## src/rtl/energy_lut_port_arb.sv

```systemverilog
// Port A arbiter for the energy-cal coefficient BRAM: photon reads vs. loader writes.
// Optional ENERGY_LUT_DROP_CNT_EN builds the saturating photon drop counter.
module energy_lut_port_arb #(
  parameter int ADDR_W     = 10,
  parameter int DATA_W     = 64,
  parameter int TAG_W      = 16,
  parameter int RD_LATENCY = 3,
  parameter int FIFO_DEPTH = 4,
  parameter int MAX_STARVE = 8
) (
  input  logic              clk,
  input  logic              rst_n,
  input  logic              ph_valid,
  input  logic [ADDR_W-1:0] ph_addr,
  input  logic [TAG_W-1:0]  ph_tag,
  input  logic              upd_valid,
  output logic              upd_ready,
  input  logic [ADDR_W-1:0] upd_addr,
  input  logic [DATA_W-1:0] upd_data,
  output logic              bram_en_a,
  output logic              bram_we,
  output logic [ADDR_W-1:0] bram_addr,
  output logic [DATA_W-1:0] bram_wr_data,
  input  logic [DATA_W-1:0] bram_rd_data,
  output logic              coef_valid,
  output logic [DATA_W-1:0] coef_data,
  output logic [TAG_W-1:0]  coef_tag,
  output logic              fifo_full,
  output logic [15:0]       ph_drop_cnt
);

  localparam int PW = $clog2(FIFO_DEPTH);
  localparam int SB = $clog2(MAX_STARVE + 1);
  localparam int SW = (SB > 4) ? SB : 4;
  localparam logic [SW:0] STARVE_LIM = (SW+1)'(MAX_STARVE);

  logic [ADDR_W-1:0]     fifo_addr [FIFO_DEPTH];
  logic [TAG_W-1:0]      fifo_tag  [FIFO_DEPTH];
  logic [PW-1:0]         wr_ptr;
  logic [PW-1:0]         rd_ptr;
  logic [PW:0]           count;
  logic [PW:0]           count_nxt;
  logic                  full_q;
  logic                  empty;
  logic [SW-1:0]         starve_cnt;
  logic                  forced;
  logic                  rd_gnt;
  logic                  wr_gnt;
  logic                  push;
  logic                  pop;
  logic [ADDR_W-1:0]     addr_hold;
  logic [DATA_W-1:0]     data_hold;
  logic [RD_LATENCY-1:0] vld_pipe;
  logic [TAG_W-1:0]      tag_pipe [RD_LATENCY];

  assign empty  = (count == '0);
  // starve_cnt + 1 > MAX_STARVE, written so MAX_STARVE = 0 stays well formed
  assign forced = upd_valid &&
                  (({1'b0, starve_cnt} + (SW+1)'(1)) > STARVE_LIM);

  always_comb begin
    wr_gnt = 1'b0;
    rd_gnt = 1'b0;
    if (rst_n) begin
      if (forced)         wr_gnt = 1'b1;
      else if (!empty)    rd_gnt = 1'b1;
      else if (upd_valid) wr_gnt = 1'b1;
    end
  end

  assign pop  = rd_gnt;
  assign push = ph_valid && (!full_q || pop);

  always_comb begin
    count_nxt = count;
    unique case ({push, pop})
      2'b10:   count_nxt = count + (PW+1)'(1);
      2'b01:   count_nxt = count - (PW+1)'(1);
      default: count_nxt = count;
    endcase
  end

  assign upd_ready    = wr_gnt;
  assign bram_en_a    = wr_gnt | rd_gnt;
  assign bram_we      = wr_gnt;
  assign bram_addr    = wr_gnt ? upd_addr :
                        rd_gnt ? fifo_addr[rd_ptr] : addr_hold;
  assign bram_wr_data = wr_gnt ? upd_data : data_hold;
  assign fifo_full    = full_q;
  assign coef_valid   = vld_pipe[RD_LATENCY-1];
  assign coef_data    = coef_valid ? bram_rd_data : '0;
  assign coef_tag     = coef_valid ? tag_pipe[RD_LATENCY-1] : '0;

  always_ff @(posedge clk or negedge rst_n) begin
    if (!rst_n) begin
      wr_ptr     <= '0;
      rd_ptr     <= '0;
      count      <= '0;
      full_q     <= 1'b0;
      starve_cnt <= '0;
      addr_hold  <= '0;
      data_hold  <= '0;
      vld_pipe   <= '0;
    end else begin
      if (push) wr_ptr <= wr_ptr + PW'(1);
      if (pop)  rd_ptr <= rd_ptr + PW'(1);
      count  <= count_nxt;
      full_q <= (count_nxt == (PW+1)'(FIFO_DEPTH));
      if (upd_valid && !wr_gnt) begin
        if (starve_cnt != '1) starve_cnt <= starve_cnt + SW'(1);
      end else begin
        starve_cnt <= '0;
      end
      if (bram_en_a) addr_hold <= bram_addr;
      if (wr_gnt)    data_hold <= upd_data;
      for (int i = RD_LATENCY - 1; i > 0; i--) vld_pipe[i] <= vld_pipe[i-1];
      vld_pipe[0] <= rd_gnt;
    end
  end

  // payload storage needs no reset; validity lives in count and vld_pipe
  always_ff @(posedge clk) begin
    if (push) begin
      fifo_addr[wr_ptr] <= ph_addr;
      fifo_tag[wr_ptr]  <= ph_tag;
    end
    for (int i = RD_LATENCY - 1; i > 0; i--) tag_pipe[i] <= tag_pipe[i-1];
    tag_pipe[0] <= fifo_tag[rd_ptr];
  end

`ifdef ENERGY_LUT_DROP_CNT_EN
  logic        drop;
  logic [15:0] drop_cnt;

  assign drop = ph_valid && full_q && !pop;

  always_ff @(posedge clk or negedge rst_n) begin
    if (!rst_n)
      drop_cnt <= '0;
    else if (drop && drop_cnt != 16'hFFFF)
      drop_cnt <= drop_cnt + 16'd1;
  end

  assign ph_drop_cnt = drop_cnt;
`else
  assign ph_drop_cnt = '0;
`endif

endmodule

```

## config.mk

```make
export PLATFORM = sky130hd
export DESIGN_NAME = energy_lut_port_arb
export DESIGN_NICKNAME = d
export VERILOG_FILES = /design/src/rtl/energy_lut_port_arb.sv
export SDC_FILE = /design/constraint.sdc
export NUM_CORES = 1
export LEC_CHECK = 0
export ABC_AREA = 0
export CAP_MARGIN = 20
export CORE_AREA = 5 5 113 222
export CTS_CLUSTER_DIAMETER = 60
export DETAILED_ROUTE_END_ITERATION = 8
export DIE_AREA = 0 0 118 227
export PLACE_DENSITY = 0.73
export RECOVER_POWER = 50
export SYNTH_ARGS = -nofsm -noshare
export SYNTH_HDL_FRONTEND = slang
export SYNTH_SLANG_ARGS = --single-unit
```

## constraint.sdc

```tcl
create_clock -name clk -period 3.3 [get_ports clk]
set_clock_uncertainty 0.15 [all_clocks]
set_input_delay 0.99 -clock clk [delete_from_list [all_inputs] [get_ports clk]]
set_output_delay 0.99 -clock clk [all_outputs]
set_load 0.05 [all_outputs]
```

==> qor.yml <==
run_status:
  status: "finished with violations"
  violations: "max-capacitance violations, max-slew violations, negative setup slack"
detailed_routing:
  via_count: 6068
  drc: 0
  viasPerCell: 4.80
  drt_wl_total_um: 26300
  firstDrtPassIters: 4
  routedWlPerCell_um: 20.8
  final_antenna_net_count: 0
  initialDrtViolationCount: 214
floorplanning:
  die_width_um: 118
  num_rows: 79
  die_area_um2: 26800
  coreArea_um2: 23100
  start_util: 0.394
  die_y_um: 227
  pin_count: 343
timing:
  layout_min_cycle_time_ns: 3.82
  setup_ws_ns: -0.523
  slew_viol_final: 73
  hold_violations: 0
  rsz0062_at_grt: "true"
  setup_violations: 77
  worstMarginPinSlew_ns: 1.87
  fin_crit_sh: 1.16
  fmax_ghz: 0.262
  max_slew_margin: -0.247
grt:
  grt_start_max_net_pins: 73
  grtUsageMet2: 0.362
  top_usage_layer: "met2"
  grt_use_total: 0.189
  grt_first_pass_wirelength_um: 39300
  grt_antenna_before_repair: 4
  use_met3: 0.0470
  grt_pass1_vias: 6550
  globalRouteMet1Util: 0.198
  grt_overflow: 0
worst_setup_path:
  cp_common_cell: "buf_12"
  crit_arrival_ns: 2.68
  regToRegSetupSlack_ns: 0.26
  crit_type: "flip-flop to output pin"
  reg2reg_depth: 13
  cp-end-kind: "output pin"
  cp_data_required_time_ns: 2.16
  cp_top_family: "compound AO/OA/AOI/OAI gates"
  worstPathMaxFanout: 6
  rr_endpoint: "fifo_full"
  reg2reg_from: "starve_cnt[0]"
  start_kind: "flip-flop"
  cp_slowest_stage_delay_ns: 0.40
  path_cells: "ha_2 -> or2_1 -> a21bo_2 -> a31o_4 -> buf_12 -> buf_8 -> a221o_2 -> buf_12"
  critPathBufInv: 3
  slowest_stage: "a221o_2"
logic_synthesis:
  synthTopCellsByArea: "edfxtp_1 (34%), dfrtp_1 (24%), dfxtp_1 (11%)"
  synth.most_common_cell: "edfxtp_1"
  yosys.area.top_type: "edfxtp_1"
  async_flop_share: 0.369
  synth-seq-cells: 241
  synth_top_flop_cell: "edfxtp_1"
  synthCells: 555
  ys_types: 37
  avgSynthCellArea_um2: 16.4
  synth_area_um2: 9120
  synth_edf_count: 104
  synth_top_area_frac: 0.342
  ys_warn_count: 0
  synth_top_cells_by_count: "edfxtp_1 (104), dfrtp_1 (89), and2_1 (86)"
  yosysSeqAreaShare: 0.692
power_and_ir_drop:
  sw_frac_of_total: 0.381
  power.density_nw_per_um2: 998
  p_sw_mw: 5.94
  pwr-share-seq: 0.293
  power.leakage_nw: 6.49
  power_frac_comb: 0.539
  peakVddDrop_uv: 1000
  clock_power_share: 0.168
  power.internal_mw: 9.66
clock_network:
  clk_latency_ns: 0.50
  cts-htree-levels: 1
  ctsHoldBuffers: 0
  cts_num_sinks: 241
  cts_tree: "built"
  clockBufferDepth: 3
  clockRootBuffer: "clkbuf_16"
  numCtsBuffers: 22
  clk_pin_slew_ns: 0.07
finish:
  drive_above_1_share: 0.386
  finalNonFillerCells: 1263
  final_cell_area_um2: 15600
  area.growth.synth_to_final_pct: 71.3
  finalNetCount: 1137
worst_hold_path:
  hold_end: "tag_pipe[0][17]"
  min-delay-start: "tag_pipe[0][1]"
  hold_class: "flip-flop to flip-flop"
  hold_depth: 0
placed_design:
  gp_congestion: 0.768
  hpwlAfterDp_um: 18900
  port_buffers: 326
  place_area_um2: 14100
  placed_cells: 1174
job:
  max_cap_violations: 1
-- through the flow --
stage / setup TNS, ns / hold slack, ns / power (mW) / util / setup WS, ns
after floorplan: -3.91 / 0.160 / 9.24 / - / -0.146
after global placement: -55.88 / 0.160 / 12.3 / 0.610 / -0.773
after detailed placement: -58.07 / 0.162 / 12.4 / 0.610 / -0.814
after CTS: -34.82 / 0.173 / 15.7 / 0.671 / -0.572
after global routing: -40.26 / 0.181 / 16.3 / 0.676 / -0.605
final: -33.70 / 0.170 / 15.6 / 0.676 / -0.523
-- layout by cell type (no fill, tap or decap), drive strengths merged, types with 2 or more instances in the layout --
master	instances
a221o	20
xnor2	4
clkdlybuf4s50	141
o21ai	3
dlygate4sd3	26
a21oi	11
clkbuf	34
edfxtp	104
buf	221
dfxtp	48
dfrtp	89
clkinv	6
nand2	12
diode	3
bufinv	2
inv	14
a31o	2
nor3b	4
xor2	3
mux4	26
dlygate4sd2	16
conb	16
mux2	65
ha	7
and2	86
-- worst register-to-register path: cells and delay by family (launching register included) --
kind	cells	cell delay (ns)
AND/OR/NAND/NOR	3	0.54
flip-flops	1	0.38
AO/OA/AOI/OAI	2	0.45
XOR/XNOR	2	0.33
adder cells (fa/ha/maj)	3	0.78
buffers and inverters	3	0.35
-- routing by layer --
layer | routed length, um | vias to the layer above
li1 | - | 2804
met1 | 8850 | 2974
met2 | 15000 | 248
met3 | 1690 | 42
met4 | 772 | 0
met5 | 0 | -
-- flip-flops by register name (all words and copies together), names as in the netlist --
signal / flops
data_hold: 64
addr_hold: 10
count: 3
fifo_tag: 64
wr_ptr: 2
tag_pipe: 48
fifo_full: 1
fifo_addr: 40
vld_pipe: 3
rd_ptr: 2
starve_cnt: 4
-- worst max-delay path by stage --
| stage | startpoint | endpoint | slack (ns) | cells past startpoint |
|---|---|---|---|---|
| floorplan | upd_valid | bram_addr[3] | -0.15 | 7 |
| global placement | upd_valid | bram_wr_data[61] | -0.77 | 7 |
| finish | starve_cnt[0] | bram_addr[0] | -0.52 | 8 |
| detailed placement | upd_valid | bram_wr_data[57] | -0.81 | 7 |
| global route | starve_cnt[0] | bram_addr[0] | -0.61 | 8 |
| CTS | starve_cnt[0] | bram_addr[1] | -0.57 | 8 |
-- logic make-up after synthesis --
logic type / Yosys count / synth area share
DFF: 241 / 0.692
and+or+nand+nor: 108 / 0.0713
muxes: 92 / 0.146
xor gates and xnor gates: 7 / 0.00672
buffers and inverters: 56 / 0.0352
other: 1 / 0.000411
AOI/OAI and AO/OA: 42 / 0.0372
adders and majority gates: 8 / 0.0118
-- repair_timing --
action / CTS / global route
setup buffers: 29 / 13
endpoints found under the hold margin: 0 / 0
gates cloned: 6 / 1
endpoints found under the setup margin: 93 / 78
gates resized for setup: 92 / 15
pin swaps: 5 / 2
-- cell type report --
type / count / area [um2]
fillers: 1582 / 7500
flip-flops and latches: 241 / 6310
repair buffers: 413 / 5270
multi-input cells: 273 / 2890
clock buffers: 27 / 614
well taps: 283 / 354
clock inverters: 13 / 141
inverters: 10 / 37.5
diodes: 3 / 7.51
-- power groups by stage --
stage / logic [mW] / registers, mW / clock network (mW)
after floorplan: 4.72 / 4.52 / 0
after global placement: 7.72 / 4.59 / 0
after detailed placement: 7.80 / 4.64 / 0
after CTS: 8.39 / 4.58 / 2.71
after global routing: 8.75 / 4.68 / 2.82
final: 8.41 / 4.58 / 2.62
Note: power is estimated with default switching activity, not from simulation.
==> RTL change, RTL diff (same settings) <==
`MAX_STARVE`: 8 -> 16.
--- a/src/rtl/energy_lut_port_arb.sv
+++ b/src/rtl/energy_lut_port_arb.sv
@@ -6,7 +6,7 @@
   parameter int TAG_W      = 16,
   parameter int RD_LATENCY = 3,
   parameter int FIFO_DEPTH = 4,
-  parameter int MAX_STARVE = 8
+  parameter int MAX_STARVE = 16
 ) (
   input  logic              clk,
   input  logic              rst_n,
Function: no difference found for any inputs over 4 cycles, from zero or initial values and one cycle with rst_n low; that may be too few to reach the edited logic, so the function may still have changed.
==> RTL change against the original RTL <==
- the flow still finishes with violations (max-capacitance violations, max-slew violations, negative setup slack)
- routed wire length increased by 4.5%
- worst setup slack got worse by 95 ps
- largest power group unchanged
- combinational power increased by 5.1%
- sequential cell count increased by 1
- maximum frequency decreased by 2.4%
- sequential share of layout area decreased by 1.2 points
- total power increased by 2.7%
- synthesized area increased by 1.2%
- via count increased by 2.5%
- design area increased by 3.5%
- sequential power increased by 0.9%
==> RTL change: results (changes against the original RTL) <==
metric,value,unit,change
status,finished with violations,,unchanged
violations,"max-capacitance violations, max-slew violations, negative setup slack",,unchanged
grt_pass1_wl,38800,µm,was 39300 µm
synthXorXnorAreaFrac,0.759,%,was 0.672%
clock_area_share,4.54,%,was 4.84%
grt_util_met3,3.58,%,was 4.70%
ys_async_sr_fraction,37.2,%,was 36.9%
use_met1,21.0,%,was 19.8%
num-multi-input-gates,286,,was 273
slew_viol_final,31,,was 73
cp_slowest_cell,dfrtp_1,,was a221o_2
synthMuxAreaShare,14.5,%,was 14.6%
clkPwrFrac,16.0,%,was 16.8%
synth.distinct_cells,39,,was 37
antenna_found_initial,2,,was 4
final-nonclk-buf-share,33.9,%,was 33.7%
critical_path.top_delay_family,buffers and inverters,,was compound AO/OA/AOI/OAI gates
drive_gt1_share,38.2,%,was 38.6%
n_clock_buffer,34,,was 27
multi_input_area_share,19.5,%,was 18.5%
place.gp.congestion,0.773,,was 0.768
worstPathArrival,2780,ps,was 2680 ps
p_per_area,991,nW/µm²,was 998 nW/µm²
ir_drop,0.922,mV,was 1.00 mV
cts_resized,26,,was 92
wl_met2,15900,µm,was 15000 µm
first_iter_violations,271,,was 214
wl_met3,1480,µm,was 1690 µm
dpl_cell_area,14700,µm²,was 14100 µm²
switchingPower,6.04,mW,was 5.94 mW
routed_via_density,4.85,,was 4.80
signal_buffers,398,,was 413
fin_tns_setup,-43530,ps,was -33700 ps
maxCapViolations,1,,unchanged
seq-cell-share,39.2,%,was 40.4%
setup_viol,76,,was 77
grt_pass1_vias,6564,,was 6550
drt_first_pass_iters,5,,was 4
pre_cts_slack,-450,ps,was -814 ps
grtUsageTotal,18.4,%,was 18.9%
fin_ws,-618,ps,was -523 ps
synth_compound_area_share,3.32,%,was 3.72%
post_cts_buffers,8,,was 29
drt_wl_total,27400,µm,was 26300 µm
placedCellCount,1207,,was 1174
[RTL change: cell count changes after synthesis, moves of 3 or more]
cell,delta
a221o_1,-20
nor3_1,+6
a21oi_1,-6
mux2_1,+64
o221ai_1,+20
buf_6,-4
mux2_2,-65
and2_1,-5
nand3_1,+6
inv_1,+19
and3_1,+3
nand2_1,+5
clkbuf_1,+4
[RTL change: kinds of logic (layout without fill, tap and decap cells)]
logic type,count (synthesis),after routing
fa+ha+maj,8,8
simple gates,123,123
compound gates,38,38
xor+xnor,8,8
flops,242,242
buf+inv,75,468
mux,93,93
other cells,1,18
[RTL change: path summary, 6_finish.rpt]
path	from	to	slack, ps	cells after the start
max in group asynchronous	rst_n	rd_ptr[0]	740	2
max	starve_cnt[0]	bram_wr_data[10]	-620	10
min reg2reg	tag_pipe[0][5]	tag_pipe[0][21]	170	0
min	tag_pipe[0][5]	tag_pipe[0][21]	170	0
min in group asynchronous	rst_n	starve_cnt[4]	610	2
max reg2reg	starve_cnt[0]	fifo_full	50	16
